### src/rtl/qam_cordic_pkg.sv
// ---------------------------------------------------------------------------
// qam_cordic_pkg
// Shared definitions for the QAM-16 CORDIC controllers and datapath:
//   - FSM state encoding (IDLE, LOAD, ITER, GAIN, DONE)
//   - default iteration counter width and iteration count
//   - quadrant codes for the pre-rotation mux
//   - polarity of the sigma (rotation direction) signal
// ---------------------------------------------------------------------------
package qam_cordic_pkg;

  localparam int CORDIC_COUNT_WIDTH = 4;
  localparam int CORDIC_ITERATIONS  = 15;

  typedef enum logic [2:0] {
    ST_IDLE = 3'd0,
    ST_LOAD = 3'd1,
    ST_ITER = 3'd2,
    ST_GAIN = 3'd3,
    ST_DONE = 3'd4
  } cordic_state_e;

  // Quadrant codes (top two bits of the job angle)
  localparam logic [1:0] QUAD_Q0 = 2'b00;
  localparam logic [1:0] QUAD_Q1 = 2'b01;
  localparam logic [1:0] QUAD_Q2 = 2'b10;
  localparam logic [1:0] QUAD_Q3 = 2'b11;

  // Value of sigma that requests a counter-clockwise micro-rotation
  localparam logic SIGMA_CCW = 1'b1;

endpackage

### src/rtl/cordic_iter_counter.sv
// ---------------------------------------------------------------------------
// cordic_iter_counter
// Iteration counter for the CORDIC controllers. Counts 0..ITERATIONS-1 while
// enabled, returns to 0 after the terminal value and never wraps past it.
// Ports:
//   clk    in   rising-edge clock
//   rst    in   synchronous active-high reset (wins over ce)
//   ce     in   clock enable; counter holds when low
//   clr    in   synchronous clear (qualified by ce)
//   en     in   count enable (qualified by ce)
//   count  out  registered iteration index
//   tc     out  terminal count: en high and count == ITERATIONS-1
// ---------------------------------------------------------------------------
module cordic_iter_counter
  import qam_cordic_pkg::*;
#(
  parameter int COUNT_WIDTH = CORDIC_COUNT_WIDTH,
  parameter int ITERATIONS  = CORDIC_ITERATIONS
) (
  input  logic                   clk,
  input  logic                   rst,
  input  logic                   ce,
  input  logic                   clr,
  input  logic                   en,
  output logic [COUNT_WIDTH-1:0] count,
  output logic                   tc
);

  localparam logic [COUNT_WIDTH-1:0] CNT_LAST = COUNT_WIDTH'(ITERATIONS - 1);
  localparam logic [COUNT_WIDTH-1:0] CNT_ZERO = {COUNT_WIDTH{1'b0}};
  localparam logic [COUNT_WIDTH-1:0] CNT_ONE  = COUNT_WIDTH'(1);

  // Terminal-count decode from the registered count
  always_comb begin
    if (en && (count == CNT_LAST)) begin
      tc = 1'b1;
    end else begin
      tc = 1'b0;
    end
  end

  // Counter register: clear has priority, terminal value folds back to zero
  always_ff @(posedge clk) begin
    if (rst) begin
      count <= CNT_ZERO;
    end else if (ce) begin
      if (clr || tc) begin
        count <= CNT_ZERO;
      end else if (en) begin
        count <= count + CNT_ONE;
      end
    end
  end

endmodule

### src/rtl/rot_cordic_ctrl.sv
// ---------------------------------------------------------------------------
// rot_cordic_ctrl
// Control sequencer for the iterative rotation-mode CORDIC of the QAM-16
// transmitter. Accepts one job per start handshake, walks the datapath
// through LOAD and ITERATIONS micro-rotations, optionally a gain step, and
// presents the result through an out_valid/out_ready handshake.
//
// Build option: define ROT_CORDIC_GAIN_COMP_EN to insert a one-cycle GAIN
// state between ITER and DONE (gain_en strobe); otherwise gain_en is 0.
//
// Ports:
//   clk, rst       clock, synchronous active-high reset
//   ce             clock enable; all state/outputs hold while low
//   start_valid/start_ready  job input handshake
//   quad           job quadrant, latched into pre_rot on accept
//   z_sign         residual angle sign from the datapath (1 = negative)
//   pre_rot        latched quadrant for the pre-rotation mux
//   load_en        datapath load strobe (LOAD state)
//   mux_ctrl       0 = pre-rotated inputs, 1 = feedback
//   shift_bit      iteration index / shift amount / atan ROM address
//   sigma          rotation direction, 1 = counter-clockwise (ITER only)
//   busy           high whenever not IDLE
//   out_valid/out_ready      result handshake
//   gain_en        gain-compensation strobe (GAIN state)
// ---------------------------------------------------------------------------
module rot_cordic_ctrl
  import qam_cordic_pkg::*;
#(
  parameter int COUNT_WIDTH = CORDIC_COUNT_WIDTH,
  parameter int ITERATIONS  = CORDIC_ITERATIONS
) (
  input  logic                   clk,
  input  logic                   rst,
  input  logic                   ce,
  input  logic                   start_valid,
  output logic                   start_ready,
  input  logic [1:0]             quad,
  input  logic                   z_sign,
  output logic [1:0]             pre_rot,
  output logic                   load_en,
  output logic                   mux_ctrl,
  output logic [COUNT_WIDTH-1:0] shift_bit,
  output logic                   sigma,
  output logic                   busy,
  output logic                   out_valid,
  input  logic                   out_ready,
  output logic                   gain_en
);

  cordic_state_e state_r;
  cordic_state_e state_nxt_s;
  logic          accept_s;
  logic          cnt_clr_s;
  logic          cnt_en_s;
  logic          cnt_tc_s;

  // Counter is cleared while loading and runs only during micro-rotations
  always_comb begin
    cnt_clr_s = (state_r == ST_LOAD);
    cnt_en_s  = (state_r == ST_ITER);
  end

  cordic_iter_counter #(
    .COUNT_WIDTH (COUNT_WIDTH),
    .ITERATIONS  (ITERATIONS)
  ) u_iter_counter (
    .clk   (clk),
    .rst   (rst),
    .ce    (ce),
    .clr   (cnt_clr_s),
    .en    (cnt_en_s),
    .count (shift_bit),
    .tc    (cnt_tc_s)
  );

  // Next-state and job-accept decode
  always_comb begin
    state_nxt_s = state_r;
    accept_s    = 1'b0;
    case (state_r)
      ST_IDLE: begin
        if (start_valid) begin
          accept_s    = 1'b1;
          state_nxt_s = ST_LOAD;
        end else begin
          state_nxt_s = ST_IDLE;
        end
      end
      ST_LOAD: begin
        state_nxt_s = ST_ITER;
      end
      ST_ITER: begin
        if (cnt_tc_s) begin
`ifdef ROT_CORDIC_GAIN_COMP_EN
          state_nxt_s = ST_GAIN;
`else
          state_nxt_s = ST_DONE;
`endif
        end else begin
          state_nxt_s = ST_ITER;
        end
      end
      ST_GAIN: begin
        state_nxt_s = ST_DONE;
      end
      ST_DONE: begin
        // Result consumed: a waiting job is taken in the same cycle so
        // back-to-back jobs see no idle bubble.
        if (out_ready && start_valid) begin
          accept_s    = 1'b1;
          state_nxt_s = ST_LOAD;
        end else if (out_ready) begin
          state_nxt_s = ST_IDLE;
        end else begin
          state_nxt_s = ST_DONE;
        end
      end
      default: begin
        state_nxt_s = ST_IDLE;
      end
    endcase
  end

  // FSM state and registered control outputs, all derived from next state
  always_ff @(posedge clk) begin
    if (rst) begin
      state_r   <= ST_IDLE;
      pre_rot   <= QUAD_Q0;
      load_en   <= 1'b0;
      mux_ctrl  <= 1'b0;
      busy      <= 1'b0;
      out_valid <= 1'b0;
      gain_en   <= 1'b0;
    end else if (ce) begin
      state_r   <= state_nxt_s;
      if (accept_s) begin
        pre_rot <= quad;
      end
      load_en   <= (state_nxt_s == ST_LOAD);
      mux_ctrl  <= (state_nxt_s == ST_ITER) || (state_nxt_s == ST_GAIN) ||
                   (state_nxt_s == ST_DONE);
      busy      <= (state_nxt_s != ST_IDLE);
      out_valid <= (state_nxt_s == ST_DONE);
`ifdef ROT_CORDIC_GAIN_COMP_EN
      gain_en   <= (state_nxt_s == ST_GAIN);
`else
      gain_en   <= 1'b0;
`endif
    end
  end

  // Input-side ready: free in IDLE, or in DONE when the result is consumed
  always_comb begin
    case (state_r)
      ST_IDLE: start_ready = 1'b1;
      ST_DONE: start_ready = out_ready;
      default: start_ready = 1'b0;
    endcase
  end

  // Rotate towards zero residual angle; direction only meaningful in ITER
  always_comb begin
    if (state_r == ST_ITER) begin
      sigma = (z_sign == 1'b0) ? SIGMA_CCW : ~SIGMA_CCW;
    end else begin
      sigma = 1'b0;
    end
  end

endmodule

### config.mk
export PLATFORM = sky130hd
export DESIGN_NAME = rot_cordic_ctrl
export DESIGN_NICKNAME = d
export VERILOG_FILES = /design/src/rtl/qam_cordic_pkg.sv /design/src/rtl/cordic_iter_counter.sv /design/src/rtl/rot_cordic_ctrl.sv
export SDC_FILE = /design/constraint.sdc
export NUM_CORES = 1
export LEC_CHECK = 0
export CAP_MARGIN = 30
export CORE_MARGIN = 4
export CORE_UTILIZATION = 45
export CTS_CLUSTER_SIZE = 8
export DETAILED_ROUTE_END_ITERATION = 8
export PLACE_DENSITY = 0.77
export SETUP_SLACK_MARGIN = 0.3
export SLEW_MARGIN = 20
export SYNTH_ARGS = -nofsm -noshare
export SYNTH_HDL_FRONTEND = slang
export SYNTH_SLANG_ARGS = --single-unit
### constraint.sdc
create_clock -name clk -period 2.4 [get_ports clk]
set_input_delay 0.48 -clock clk [delete_from_list [all_inputs] [get_ports clk]]
set_output_delay 0.48 -clock clk [all_outputs]
set_load 0.1 [all_outputs]
==> flow_summary.yaml <==
floorplanning:
  core_area_sq_um: 1510
  die_h_um: 47.8
  dieArea_sq_um: 2290
  num_rows: 14
  num_io_pins: 21
  die_x_um: 47.8
  start_util_pct: 47.4
worst_setup_path:
  endpoint: "start_ready"
  r2r_end: "u_iter_counter.count[0]"
  worstReg2RegStart: "u_iter_counter.count[0]"
  cp-end-kind: "primary output"
  r2r_slack_ps: 870
  rr_worst_depth: 5
  worstSetupStartpointType: "input port"
  required_ps: 1920
  crit_type: "in -> out"
  critPathMaxFanout: 4
  startpoint: "out_ready"
  crit_arrival_ps: 1420
yosys:
  synthArstFlopShare_pct: 0
  yosys_warnings: 0
  synth_flop_cell: "dfxtp_1"
  netlist_instances: 83
  ys_ff_latch: 13
  ys_types: 32
  syn-mean-instance-area_sq_um: 8.61
  synth-edff-count: 0
  netlist_area_sq_um: 714
  synth.largest_area_cell: "dfxtp_1"
  synth_seq_area_share_pct: 36.4
  syn-num-nets: 93
  synth_top_area_share_pct: 36.4
  netlist_top_cells_area: "dfxtp_1 36%, a21oi_1 4.9%, o31ai_1 4.2%"
clock_tree:
  cts_hold_buf: 0
  htreeDepth: 1
  clk_pin_slew_ps: 80
  root_buffer: "clkbuf_4"
  clock_latency_ps: 280
  cts_setup_buffers: 0
  cts_resized: 0
  cts_tree: "built"
  numCtsBuffers: 3
  cts_max_path_buffers: 2
  cts.sinks: 13
final_layout:
  final_area_sq_um: 918
  finalNonFillerCells: 117
  drive_gt1_share_pct: 26.7
  diodes: 0
  nNetsFinal: 112
  synthToLayoutAreaGrowth_pct: 28.5
  final_cell_mix: "11 x dfxtp_1, 11 x buf_4, 7 x a21oi_1, 7 x clkdlybuf4s50_1"
hold_path:
  hp-class: "reg -> reg"
timing:
  worst_clock_skew_ps: 7.53
  timing.slew.headroom_pct: 65.6
  hold_viol: 0
  finalCritPeriodShare_pct: 79.3
  fmax_mhz: 526
  rsz0062_at_grt: "false"
  slew_violations: 0
  finalSetupViolations: 0
  tns_ps: 0
  max_slew.worst_pin.slew_ps: 515
  fin_crit_ps: 1900
pwr:
  power.density_nw_per_um2: 584
  leakage_nw: 0.342
  ir_drop_v: 0.000417
drt:
  routed_wl_mm: 1.49
  drtAntennaViolNets: 0
  wire_per_inst_um: 12.7
  viasPerCell: 5.60
  dr_total_vias: 655
  drc: 0
  drt_first_pass_iters: 4
  drt_iter0_markers: 19
outcome:
  status: "finished clean"
global_route:
  grt-ovfl-total: 0
  grt_usage_pct: 15.2
  antenna_found_initial: 0
  grt_max_degree: 14
  grt_pass1_wl_mm: 2.42
  grt_pass1_vias: 546
placed_design:
  placed_cell_area_sq_um: 892
  place_inst: 113
  place.port_buffers: 19
  finalWeightedCongestion: 0.750
  place_hpwl_mm: 1.07
run:
  max_cap_viol_count: 0
cells in the mapped netlist, types with 2 or more instances:
cell type,number
a21oi_1,7
ha_1,2
nor2_1,7
nand3_1,3
o31ai_1,4
or2_2,2
buf_6,2
a211oi_1,3
buf_4,2
inv_1,3
clkbuf_1,2
dfxtp_1,13
nand2b_1,2
a221oi_1,2
or4_1,3
o21ai_0,4
nand4_1,2
nand2_1,6
worst min-delay path by stage:
stage                     from  cells past startpoint                      end  slack (ps)
after floorplan            rst                      1  u_iter_counter.count[3]         550
after global placement    busy                      2                     busy         450
after global routing      busy                      2                     busy         480
after detailed placement  busy                      2                     busy         450
after CTS                 busy                      2                     busy         460
final                     busy                      2                     busy         460
flip-flops by register name, summed over array words and instances, names as in the netlist:
name and count:
mux_ctrl 1, state_r 3, out_valid 1, busy 1, load_en 1, pre_rot 2, u_iter_counter.count 4
kinds of logic after synthesis:
| logic type | share of synthesized area [%] |
|---|---|
| and+or+nand+nor | 27.0 |
| adders and majority gates | 3.50 |
| AOI/OAI and AO/OA | 22.4 |
| other | 0.525 |
| xor gates and xnor gates | 2.28 |
| buffers and inverters | 7.88 |
| DFF | 36.4 |
per-layer routing:
metal / track usage (%) / up-vias / routed length, um
li1: - / 339 / -
met5: 0 / - / 0
met2: 19.3 / 19 / 632
met3: 4.51 / 2 / 100
met1: 23.0 / 295 / 742
met4: 6.45 / 0 / 13
area by class of cell:
| cell class | instances | area [sq um] |
|---|---|---|
| Fill cell | 125 | 588 |
| Clock buffer | 4 | 26.3 |
| Multi-Input combinational cell | 61 | 405 |
| Tap cell | 16 | 20.0 |
| Sequential cell | 13 | 263 |
| Timing Repair Buffer | 20 | 193 |
| Inverter | 3 | 11.3 |
critical path, cell delays in order:
cell and delay (ps):
clkdlybuf4s50_1 410, nor2b_1 260, nor2_2 100, buf_12 170
where the power goes:
group | internal (mW) | switching (mW)
Combinational | 0.0497 | 0.113
Sequential | 0.226 | 0.0118
Clock | 0.0644 | 0.0716
per-stage QoR:
stage	setup slack (ps)	util [%]	power (mW)	hold slack (ps)
2_1_floorplan	160	-	0.366	546
3_3_place_gp	478	59.2	0.404	449
3_5_place_dp	451	59.2	0.405	451
4_1_cts	491	61.0	0.543	463
5_1_grt	381	61.0	0.560	480
6_report	497	61.0	0.536	463
(Power assumes the default switching activity.)
